<file path="src/rtl/regbank_wb_arbiter.sv">
// regbank_wb_arbiter: round-robin write-back arbiter with bounded bursts in front of register_bank's
// single write port, plus RAW hazard flags for both read ports. Optional bypass: REGBANK_WB_BYPASS_EN.
module regbank_wb_arbiter #(
  parameter int NUM_SRC   = 2,
  parameter int NUM_LANES = 16,
  parameter int ADDR_W    = 4,
  parameter int DATA_W    = 32,
  parameter int MAX_BURST = 4
) (
  input  logic                                clk,
  input  logic                                rst_n,
  input  logic [NUM_SRC-1:0]                  req_valid,
  input  logic [NUM_SRC-1:0]                  req_lock,
  input  logic [NUM_SRC*ADDR_W-1:0]           req_addr,
  input  logic [NUM_SRC*NUM_LANES-1:0]        req_mask,
  input  logic [NUM_SRC*NUM_LANES*DATA_W-1:0] req_data,
  output logic [NUM_SRC-1:0]                  req_ready,
  input  logic                                wb_hold,
  output logic [NUM_LANES-1:0]                write_en,
  output logic [ADDR_W-1:0]                   waddr,
  output logic [NUM_LANES*DATA_W-1:0]         wdata,
  input  logic [ADDR_W-1:0]                   rd_addr_0,
  input  logic [ADDR_W-1:0]                   rd_addr_1,
  output logic                                rd_hazard_0,
  output logic                                rd_hazard_1
`ifdef REGBANK_WB_BYPASS_EN
  ,
  output logic                                byp_hit_0,
  output logic                                byp_hit_1,
  output logic [NUM_LANES*DATA_W-1:0]         byp_data_0,
  output logic [NUM_LANES*DATA_W-1:0]         byp_data_1
`endif
);

  localparam int SRC_W = $clog2(NUM_SRC);
  localparam int CNT_W = $clog2(MAX_BURST + 1);
  localparam int ROW_W = NUM_LANES * DATA_W;
  localparam logic [CNT_W-1:0] BURST_MAX = CNT_W'(MAX_BURST);
  localparam logic [CNT_W-1:0] CNT_ONE   = CNT_W'(1);

  logic [SRC_W-1:0]     rr_ptr_r;
  logic [SRC_W-1:0]     owner_r;
  logic [CNT_W-1:0]     burst_cnt_r;
  logic [NUM_LANES-1:0] write_en_r;
  logic [ADDR_W-1:0]    waddr_r;
  logic [ROW_W-1:0]     wdata_r;

  logic                 burst_keep_s;
  logic                 rr_any_s;
  logic [SRC_W-1:0]     rr_idx_s;
  logic                 gnt_any_s;
  logic [SRC_W-1:0]     gnt_idx_s;
  int unsigned          gnt_i_s;
  logic [NUM_SRC-1:0]   gnt_onehot_s;
  logic                 pend_hit_0_s;
  logic                 pend_hit_1_s;
  logic                 stage_hit_0_s;
  logic                 stage_hit_1_s;

  function automatic logic [SRC_W-1:0] wrap_idx(input logic [SRC_W-1:0] base, input int off);
    int sum;
    sum = int'(32'(base)) + off;
    return SRC_W'(sum % NUM_SRC);
  endfunction

  // Burst continuation: last winner keeps the port while locked and under the burst bound
  always_comb begin
    burst_keep_s = (burst_cnt_r != {CNT_W{1'b0}}) && (burst_cnt_r < BURST_MAX) &&
                   req_lock[owner_r] && req_valid[owner_r];
  end

  // Round-robin scan from rr_ptr; descending loop leaves the nearest valid source as winner
  always_comb begin
    rr_any_s = 1'b0;
    rr_idx_s = rr_ptr_r;
    for (int i = NUM_SRC - 1; i >= 0; i--) begin
      rr_any_s = rr_any_s | req_valid[wrap_idx(rr_ptr_r, i)];
      rr_idx_s = req_valid[wrap_idx(rr_ptr_r, i)] ? wrap_idx(rr_ptr_r, i) : rr_idx_s;
    end
  end

  // Final grant selection; nothing is granted in reset or while held
  always_comb begin
    gnt_any_s = 1'b0;
    gnt_idx_s = rr_idx_s;
    if (!rst_n || wb_hold) begin
      gnt_any_s = 1'b0;
      gnt_idx_s = rr_idx_s;
    end else if (burst_keep_s) begin
      gnt_any_s = 1'b1;
      gnt_idx_s = owner_r;
    end else begin
      gnt_any_s = rr_any_s;
      gnt_idx_s = rr_idx_s;
    end
  end

  // One-hot ready vector from the grant index
  always_comb begin
    gnt_onehot_s = {NUM_SRC{1'b0}};
    for (int s = 0; s < NUM_SRC; s++) begin
      gnt_onehot_s[s] = gnt_any_s && (gnt_idx_s == SRC_W'(s));
    end
  end

  assign gnt_i_s   = 32'(gnt_idx_s);
  assign req_ready = gnt_onehot_s;

  // Arbitration state: pointer, last owner and burst length
  always_ff @(posedge clk or negedge rst_n) begin
    if (!rst_n) begin
      rr_ptr_r    <= {SRC_W{1'b0}};
      owner_r     <= {SRC_W{1'b0}};
      burst_cnt_r <= {CNT_W{1'b0}};
    end else if (wb_hold) begin
      rr_ptr_r    <= rr_ptr_r;
      owner_r     <= owner_r;
      burst_cnt_r <= burst_cnt_r;
    end else if (gnt_any_s) begin
      rr_ptr_r <= wrap_idx(gnt_idx_s, 1);
      owner_r  <= gnt_idx_s;
      if ((burst_cnt_r != {CNT_W{1'b0}}) && (gnt_idx_s == owner_r)) begin
        burst_cnt_r <= (burst_cnt_r < BURST_MAX) ? burst_cnt_r + CNT_ONE : BURST_MAX;
      end else begin
        burst_cnt_r <= CNT_ONE;
      end
    end else begin
      rr_ptr_r    <= rr_ptr_r;
      owner_r     <= owner_r;
      burst_cnt_r <= {CNT_W{1'b0}};
    end
  end

  // Output stage: one cycle per grant; addr/data keep their last value when idle
  always_ff @(posedge clk or negedge rst_n) begin
    if (!rst_n) begin
      write_en_r <= {NUM_LANES{1'b0}};
      waddr_r    <= {ADDR_W{1'b0}};
      wdata_r    <= {ROW_W{1'b0}};
    end else if (gnt_any_s) begin
      write_en_r <= req_mask[gnt_i_s*NUM_LANES +: NUM_LANES];
      waddr_r    <= req_addr[gnt_i_s*ADDR_W +: ADDR_W];
      wdata_r    <= req_data[gnt_i_s*ROW_W +: ROW_W];
    end else begin
      write_en_r <= {NUM_LANES{1'b0}};
      waddr_r    <= waddr_r;
      wdata_r    <= wdata_r;
    end
  end

  assign write_en = write_en_r;
  assign waddr    = waddr_r;
  assign wdata    = wdata_r;

  // Pending-request hazard term: any valid source with a non-empty mask aimed at the read address
  always_comb begin
    pend_hit_0_s = 1'b0;
    pend_hit_1_s = 1'b0;
    for (int s = 0; s < NUM_SRC; s++) begin
      pend_hit_0_s = pend_hit_0_s | (req_valid[s] & (|req_mask[s*NUM_LANES +: NUM_LANES]) &
                     (req_addr[s*ADDR_W +: ADDR_W] == rd_addr_0));
      pend_hit_1_s = pend_hit_1_s | (req_valid[s] & (|req_mask[s*NUM_LANES +: NUM_LANES]) &
                     (req_addr[s*ADDR_W +: ADDR_W] == rd_addr_1));
    end
  end

  assign stage_hit_0_s = (|write_en_r) & (waddr_r == rd_addr_0);
  assign stage_hit_1_s = (|write_en_r) & (waddr_r == rd_addr_1);

`ifdef REGBANK_WB_BYPASS_EN
  // Only a full-row write can be forwarded; partial writes still stall the reader
  assign byp_hit_0   = (&write_en_r) & (waddr_r == rd_addr_0);
  assign byp_hit_1   = (&write_en_r) & (waddr_r == rd_addr_1);
  assign byp_data_0  = wdata_r;
  assign byp_data_1  = wdata_r;
  assign rd_hazard_0 = (stage_hit_0_s & ~byp_hit_0) | pend_hit_0_s;
  assign rd_hazard_1 = (stage_hit_1_s & ~byp_hit_1) | pend_hit_1_s;
`else
  assign rd_hazard_0 = stage_hit_0_s | pend_hit_0_s;
  assign rd_hazard_1 = stage_hit_1_s | pend_hit_1_s;
`endif

  // Source protocol: a waiting request keeps valid and its address until granted
  for (genvar s = 0; s < NUM_SRC; s++) begin : g_src_chk
    a_req_held: assert property (@(posedge clk) disable iff (!rst_n)
      (req_valid[s] && !req_ready[s]) |=> (req_valid[s] && $stable(req_addr[s*ADDR_W +: ADDR_W])));
  end

endmodule

</file>
<file path="config.mk">
export PLATFORM = sky130hd
export DESIGN_NAME = regbank_wb_arbiter
export DESIGN_NICKNAME = d
export VERILOG_FILES = /design/src/rtl/regbank_wb_arbiter.sv
export SDC_FILE = /design/constraint.sdc
export NUM_CORES = 1
export LEC_CHECK = 0
export CORE_AREA = 2 2 635 637
export DETAILED_ROUTE_END_ITERATION = 16
export DIE_AREA = 0 0 637 639
export HOLD_SLACK_MARGIN = 0.12
export PLACE_DENSITY = 0.35
export SLEW_MARGIN = 20
export SYNTH_ARGS = -nofsm -noshare
export SYNTH_HDL_FRONTEND = slang
export SYNTH_SLANG_ARGS = --single-unit
</file>
<file path="constraint.sdc">
create_clock -name clk -period 6.06 [get_ports clk]
set_clock_uncertainty 0.1 [all_clocks]
set_input_delay 1.212 -clock clk [delete_from_list [all_inputs] [get_ports clk]]
set_output_delay 1.212 -clock clk [all_outputs]
set_load 0.03 [all_outputs]
</file>
== Word level (Yosys, flattened, before mapping) ==
Index checks and enable logic that the tools add are counted.

* Memory bits (read-only): 0
* Latch bits: 0
* Memories kept: 0
* Register bits after elaboration: 537
* Word-level logic and storage cells: 69
* RAM bits: 0
* Output and inout port bits: 536

* Reduce and logical (&&, ||, !) cells: 13
* Add/subtract/negate cells: 3
* Shift-type cells: 3
* Muxes and demuxes: 18
* Bitwise gates (word level): 15
* Magnitude comparators: 4
* Multiply operators: 0
* Div/mod/pow operators: 0
* Equal/unequal tests: 7

{| class="wikitable"
|+ Operator list
! cell !! count
|-
| indexed part select 1024 x 11 -> 512 bit || 1
|-
| OR reduction 16 bit || 3
|-
| indexed part select 32 x 6 -> 16 bit || 1
|-
| equality test 4 bit || 6
|-
| two-way mux 16 bit || 1
|-
| two-way mux 1 bit || 14
|-
| two-way mux 3 bit || 3
|-
| bitwise AND 1 bit || 8
|-
| indexed part select 8 x 4 -> 4 bit || 1
|-
| logical AND 1 bit || 6
|-
| less-than comparator 1 x 2 -> 1 bit (second input constant) || 3
|-
| OR 1 bit || 5
|-
| adder 3 x 1 -> 3 bit (second input constant) || 1
|-
| less-than comparator 3 bit (second input constant) || 1
|-
| nonzero test 3 bit || 1
|-
| adder 1 bit (second input constant) || 2
|-
| inverter 1 bit || 2
|-
| AND reduction 2 bit || 1
|-
| equality test 1 bit || 1
|-
| zero test 1 bit || 1
|-
| logical OR 1 bit || 1
|}

== Depth between registers and ports, before layout ==
Gate-level depths: netlist (run 1).

* Depth after elaboration: 11
* Gate-level depth with buffers: 11
* Gate-level depth less buffers: 7

== Worst setup path before layout (run 1) ==
Ideal clock, no wire load.

* Path type: input-to-output
* Start: input wb_hold
* End: output req_ready[1]
* Stages on the path: 6
* Data arrival time: 2.528 ns
* Setup slack: 2.220 ns
* Path through: nor4b_2 -> and4_1 -> o21bai_1 -> nor2_1 -> buf_2 -> buf_1

* Longest elaborated chain between the ends: 3
* Elaborated cells between the ends (all ways): 4
* Classes of those cells: mux (2); reduce/logical (2)

{| class="wikitable"
|+ RTL lines
! what !! line !! RTL
|-
| start, declared || 18 || <nowiki>input logic wb_hold,</nowiki>
|-
| logical OR 1 bit (*) || 86 || <nowiki>if (!rst_n || wb_hold) begin</nowiki>
|-
| two-way mux 1 bit || 86 ||
|-
| logical AND 1 bit (*) || 102 || <nowiki>gnt_onehot_s[s] = gnt_any_s && (gnt_idx_s == SRC_W'(s));</nowiki>
|-
| end, declared || 17 || <nowiki>output logic [NUM_SRC-1:0] req_ready,</nowiki>
|}

Every way passes the cells marked *; elsewhere a longest branch is shown, timed or not.

== Worst setup path in the final report (run 1) ==
* Start: input req_mask[30]
* End: output rd_hazard_1

* Longest elaborated chain between the ends: 5

{| class="wikitable"
|+ RTL lines
! what !! line !! RTL
|-
| start, declared || 15 || <nowiki>input logic [NUM_SRC*NUM_LANES-1:0] req_mask,</nowiki>
|-
| OR reduction 16 bit || 162 || <nowiki>pend_hit_1_s = pend_hit_1_s | (req_valid[s] & (|req_mask[s*NUM_LANES +: NUM_LANES]) &</nowiki>
|-
| bitwise AND 1 bit (2 in series) || 162 ||
|-
| OR 1 bit || 162 ||
|-
| OR 1 bit || 180 || <nowiki>assign rd_hazard_1 = stage_hit_1_s | pend_hit_1_s;</nowiki>
|-
| end, declared || 25 || <nowiki>output logic rd_hazard_1</nowiki>
|}

Every way passes these cells.

==> run metrics, run 1 <==
Setup crit end kind=primary output; Clock transition at path regs=~0.060 ns; Vias/cell=2.84; via count=24.9k; CTS root buf=clkbuf_16; sequential-to-total area share from yosys stat=0.573; FF/Latch Area=around 13,000 um2; clk_lat worst skew=roughly 0.80 ns; CTS max path bufs=4; drt wl/cell=34.7 um; count of maximum capacitance violations=0; ys async rst share=1.00; Area after DPL=between 40,000 and 50,000 um2; pwr dens=between 300 and 400 nW/um2; commonest non-fill, non-tap cell in the layout=clkdlybuf4s50_1; Least-Margin Pin Slew=between 1 and 1.5 ns; Die X=between 600 and 700 um; GRT Total Usage=0.144; TritonCTS Sinks=about 540; Netlist cell types=34; GP Congestion=between 0.8 and 0.9; Max FO, Critical Path=2; most frequent cells in the layout=clkdlybuf4s50_1, dfrtp_1, and2_1, a221o_1, clkbuf_16; Slew Limit Headroom=0.182; WP data arrival=approximately 3.8 ns; Fin. Hold Viols=0; first-pass GRT wire length=365,000 um; DRT iter0 DRCs=roughly 1.8k; number of global-route vias before repair=around 27k; post-layout util=0.121; EDFF count, synth=0; post-synthesis register bit count=around 540; Max Slew Vio Count=0; I/O Pins=~1.6k; CP Launch Type=primary input; Starting Density=0.0585; fmax=between 0.15 and 0.2 GHz; Initial DRT Pass Iterations=5; post-route cell area=48,500 um2; Synth Area per Inst=about 13 um2; CORE AREA=401,000 um2; Reg2Reg Setup Slack=approximately 2.5 ns; share of layout cells above drive strength 1=0.0609; Layout Area Growth over Synthesis=106%; crit path kind=primary input to primary output; CTS buffer count=85; Peak VDD IR=about 200 uV; period utilization=0.840; min Tclk post-route=around 5.1 ns; Port Buffers=~1.6k; largest net degree at the start of global routing=~190; WHS=~0.43 ns; htree depth=3; Post-Syn Nets=just under 3k; Cell Area, Synth=roughly 23,000 um2; Hold Crit Class=flip-flop to flip-flop; main flop type after synthesis=dfrtp_1; YS warnings=0; DRC viols=0; RSZ-0062 raised after global routing=false; Fillers=between 40k and 50k; DP HPWL=between 200,000 and 300,000 um; Synth Instances=~1.8k; Setup Viol. Count Final=0; CTS tree=yes; Multi-input gate area=just over 9000 um2; remaining antenna violation count=0; total wire length=between 300,000 and 400,000 um; status=complete, no violations; Die Ht=approximately 640 um; Post-CTS Setup Bufs=0; setup TNS=0 ns; initial antenna violation count=slightly below 100; Row Count=roughly 230; Lkg Pwr=around 0.018 uW; CP Data Required Time=4.75 ns; Final nets=4,483; total gr overflow=0; area of the die=slightly above 400,000 um2
## state kept, by name, summed over array words and instances, names as in the netlist
signal       count
burst_cnt_r      3
write_en        16
owner_r          1
waddr            4
wdata          512
rr_ptr_r         1
## report_power, final
part | switching (uW) | leakage [uW] | internal [uW]
clock network | 2130 | 0.00136 | 2950
registers | 713 | 0.00670 | 4390
logic | 5250 | 0.00988 | 2810
## final cells by class
cell class,instances,area share
timing repair buffer,1643,0.339
sequential,537,0.277
multi-input combinational,1130,0.189
tap,5287,0.137
clock buffer,118,0.0506
clock inverter,32,0.00594
antenna,25,0.00129
inverter,5,0.000387
## worst paths after layout
path / startpoint / endpoint / depth (start not counted)
worst max-delay path: req_mask[30] / rd_hazard_1 / 7
worst min-delay path: burst_cnt_r[0] / burst_cnt_r[0] / 2
worst min register to register: burst_cnt_r[0] / burst_cnt_r[0] / 2
worst max register to register: burst_cnt_r[0] / wdata[430] / 10
max in group asynchronous: rst_n / wdata[449] / 5
min in group asynchronous: rst_n / wdata[151] / 2
## what timing repair did
item                      4_1_cts  5_1_grt
hold buffers                    1        0
gates resized for setup         0        0
hold endpoints to repair        3        0
## synth_stat cells (2+ instances only)
cell | count | area [um2]
buf_1 | 5 | 18.8
buf_4 | 3 | 22.5
a22oi_1 | 2 | 15.0
xor2_1 | 24 | 210
clkbuf_1 | 96 | 360
a22o_1 | 16 | 140
buf_6 | 21 | 236
a41oi_1 | 2 | 17.5
nor4_1 | 18 | 113
and2_1 | 517 | 3230
a221o_1 | 516 | 5160
inv_1 | 5 | 18.8
nand2_1 | 5 | 18.8
a21oi_1 | 3 | 15.0
dfrtp_1 | 537 | 13400
nor2_1 | 8 | 30.0
ha_1 | 2 | 25.0
buf_2 | 51 | 255
nor2b_1 | 2 | 12.5
## per-stage QoR
step                instances  setup slack (ns)  total power, uW
finish                   8777             0.969            18200
global route             8766             0.925            19200
CTS                      8752             0.975            19000
detailed placement       8601             0.978            13600
global placement         8601             0.823            13700
floorplan                1848              2.22             7750
## critical path: stages
cell and delay, ns:
clkdlybuf4s50_1 0.46, nor4_1 0.42, a41oi_1 0.48, buf_4 0.34, a22oi_1 0.18, nand2_1 0.09
clkdlybuf4s50_1 0.60
## logic make-up after synthesis
| family | count (synthesis) | share of synthesized area |
|---|---|---|
| fa+ha+maj | 2 | 0.00107 |
| simple gates | 555 | 0.147 |
| flops | 537 | 0.573 |
| compound gates | 549 | 0.231 |
| xor+xnor | 24 | 0.00896 |
| buf+inv | 181 | 0.0389 |
## per-layer routing
layer	vias to the layer above	GRT usage	wire length, um
li1	10400	-	-
met1	12900	0.137	98600
met2	1390	0.256	152000
met3	326	0.0928	44600
met4	22	0.0343	8470
met5	-	0	138
No activity file was read; power rests on OpenSTA's default activity.
==> run 2, diff against run 1 <==
--- a/config.mk
+++ b/config.mk
@@ -5,9 +5,9 @@
 export SDC_FILE = /design/constraint.sdc
 export NUM_CORES = 1
 export LEC_CHECK = 0
-export CORE_AREA = 2 2 635 637
+export CORE_AREA = 2 2 623 625
 export DETAILED_ROUTE_END_ITERATION = 16
-export DIE_AREA = 0 0 637 639
+export DIE_AREA = 0 0 625 627
 export HOLD_SLACK_MARGIN = 0.12
 export PLACE_DENSITY = 0.35
 export SLEW_MARGIN = 20
==> constraint.sdc (replaced) <==
create_clock -name clk -period 5 [get_ports clk]
set_clock_uncertainty 0.1 [all_clocks]
set_input_delay 1 -clock clk [delete_from_list [all_inputs] [get_ports clk]]
set_output_delay 1 -clock clk [all_outputs]
set_load 0.03 [all_outputs]
==> run metrics, run 2 (synthesized netlist as in run 1, its figures left out) <==
total gr overflow=0 (unchanged); CP Launch Type=primary input; min Tclk post-route=roughly 4.4 ns; clk_lat worst skew=0.77 ns (-0.03 ns); Initial DRT Pass Iterations=5 (unchanged); GRT Total Usage=0.146 (+0.00214); Port Buffers=1,614 (unchanged); DP HPWL=260,000 um (-2.0%); WP data arrival=3.25 ns (-0.53 ns); Fillers=43.5k (-4.5%); Post-CTS Setup Bufs=0 (unchanged); most frequent cells in the layout=clkdlybuf4s50_1, dfrtp_1, and2_1, a221o_1, clkbuf_16; Hold Crit Class=primary input to asynchronous set/reset pin; Largest register FFs=512 (unchanged); CORE AREA=385,000 um2 (-4.0%); RSZ-0062 raised after global routing=false; Peak VDD IR=237 uV (+17%); Starting Density=0.0610 (+0.00244); post-route cell area=48,200 um2 (-0.44%); CP Data Required Time=3.90 ns (-0.85 ns); Worst Slack Setup Final=0.646 ns (-0.324 ns); Layout Area Growth over Synthesis=106%; Setup crit end kind=primary output; count of maximum capacitance violations=0 (unchanged); FF/Latch Area=13,400 um2 (unchanged); Vias/cell=2.90 (+2.0%); I/O Pins=1,615 (unchanged); RR Endpoint=wdata[318]; R2R depth=9 (-1); Final nets=4,498 (+0.33%); Die Ht=627 um (-1.9%); Slew Limit Headroom=0.219 (+0.0366); Lkg Pwr=0.0180 uW (+0.16%); CTS buffer count=83 (-2.4%); first-pass GRT wire length=358,000 um (-2.1%); DRT iter0 DRCs=1,548 (-14%); via count=24.8k (-0.45%); crit path kind=primary input to primary output; cts repair resizes=0 (unchanged); CTS root buf=clkbuf_16; Hold-fix buffers, CTS=0 (-1); status=complete, no violations; Max FO, Critical Path=2 (unchanged); remaining antenna violation count=0 (unchanged); Die X=625 um (-1.9%); fmax=around 0.23 GHz; Max Slew Vio Count=0 (unchanged); Fin. Hold Viols=0 (unchanged); drt wl/cell=34.8 um (+0.41%); commonest non-fill, non-tap cell in the layout=clkdlybuf4s50_1; DRC viols=0 (unchanged); share of layout cells above drive strength 1=0.0623 (+0.00141); Setup Viol. Count Final=0 (unchanged); CTS max path bufs=4 (unchanged); Area after DPL=45,600 um2 (-0.23%); setup TNS=0 ns (unchanged); Least-Margin Pin Slew=1.17 ns (-0.0585 ns); largest net degree at the start of global routing=132 (-29%); CTS tree=yes; pwr dens=453 nW/um2 (+20%); GP Congestion=0.973 (+8.3%); total wire length=298,000 um (-2.0%); Clock transition at path regs=0.05 ns (about the same); area of the die=392,000 um2 (-3.7%); number of global-route vias before repair=26.6k (+0.24%); R2R Path Start=burst_cnt_r[0]; Multi-input gate area=9140 um2 (unchanged); post-layout util=0.125 (+0.00448); htree depth=3 (unchanged); period utilization=0.871; Row Count=228 (-2.1%); pre-CTS setup slack=0.680 ns (-0.298 ns); initial antenna violation count=65 (-33%); Reg2Reg Setup Slack=1.69 ns (-0.84 ns); TritonCTS Sinks=537 (unchanged)
[run 2: metal layers]
| metal | vias to the layer above | part of all wire | track usage |
|---|---|---|---|
| li1 | 10400 | - | - |
| met1 | 12900 | 0.30 | 0.127 |
| met2 | 1280 | 0.51 | 0.264 |
| met3 | 280 | 0.15 | 0.0968 |
| met4 | 20 | 0.040 | 0.0523 |
| met5 | - | 0.00044 | 0 |
[run 2: area by class of cell]
type | count | share of cell area
Tap cell | 5060 | 0.131
Antenna cell | 36 | 0.00187
Inverter | 5 | 0.000389
Timing Repair Buffer | 1660 | 0.344
Multi-Input combinational cell | 1130 | 0.189
Clock buffer | 118 | 0.0495
Sequential cell | 537 | 0.279
Clock inverter | 17 | 0.00488
[run 2: power breakdown]
group          switching, uW  internal [uW]
Clock                   2470           3550
Combinational           6170           3410
Sequential               943           5320
Total                   9580          12300
[run 2: worst max-delay path, cell delays in order]
cell and delay [ns]:
clkdlybuf4s50_1 0.49, nor4_1 0.46, a41oi_1 0.50, buf_4 0.33, a22oi_1 0.16, nand2_1 0.12
buf_4 0.18
[run 2: how the worst max path moves through the flow]
stage	start	end	slack (ns)
after floorplan	wb_hold	req_ready[1]	1.58
after global placement	req_mask[22]	rd_hazard_1	0.60
after detailed placement	req_mask[5]	rd_hazard_0	0.68
after CTS	req_mask[5]	rd_hazard_0	0.65
after global routing	req_mask[5]	rd_hazard_0	0.61
final	req_mask[22]	rd_hazard_1	0.65
[run 2: metrics by stage]
| stage | power [uW] | hold WS (ns) | cells |
|---|---|---|---|
| after detailed placement | 16300 | 0.423 | 8392 |
| after floorplan | 9390 | 0.373 | 1848 |
| after global routing | 22900 | 0.372 | 8550 |
| final | 21900 | 0.353 | 8563 |
| after CTS | 22600 | 0.337 | 8527 |
| after global placement | 16300 | 0.414 | 8392 |
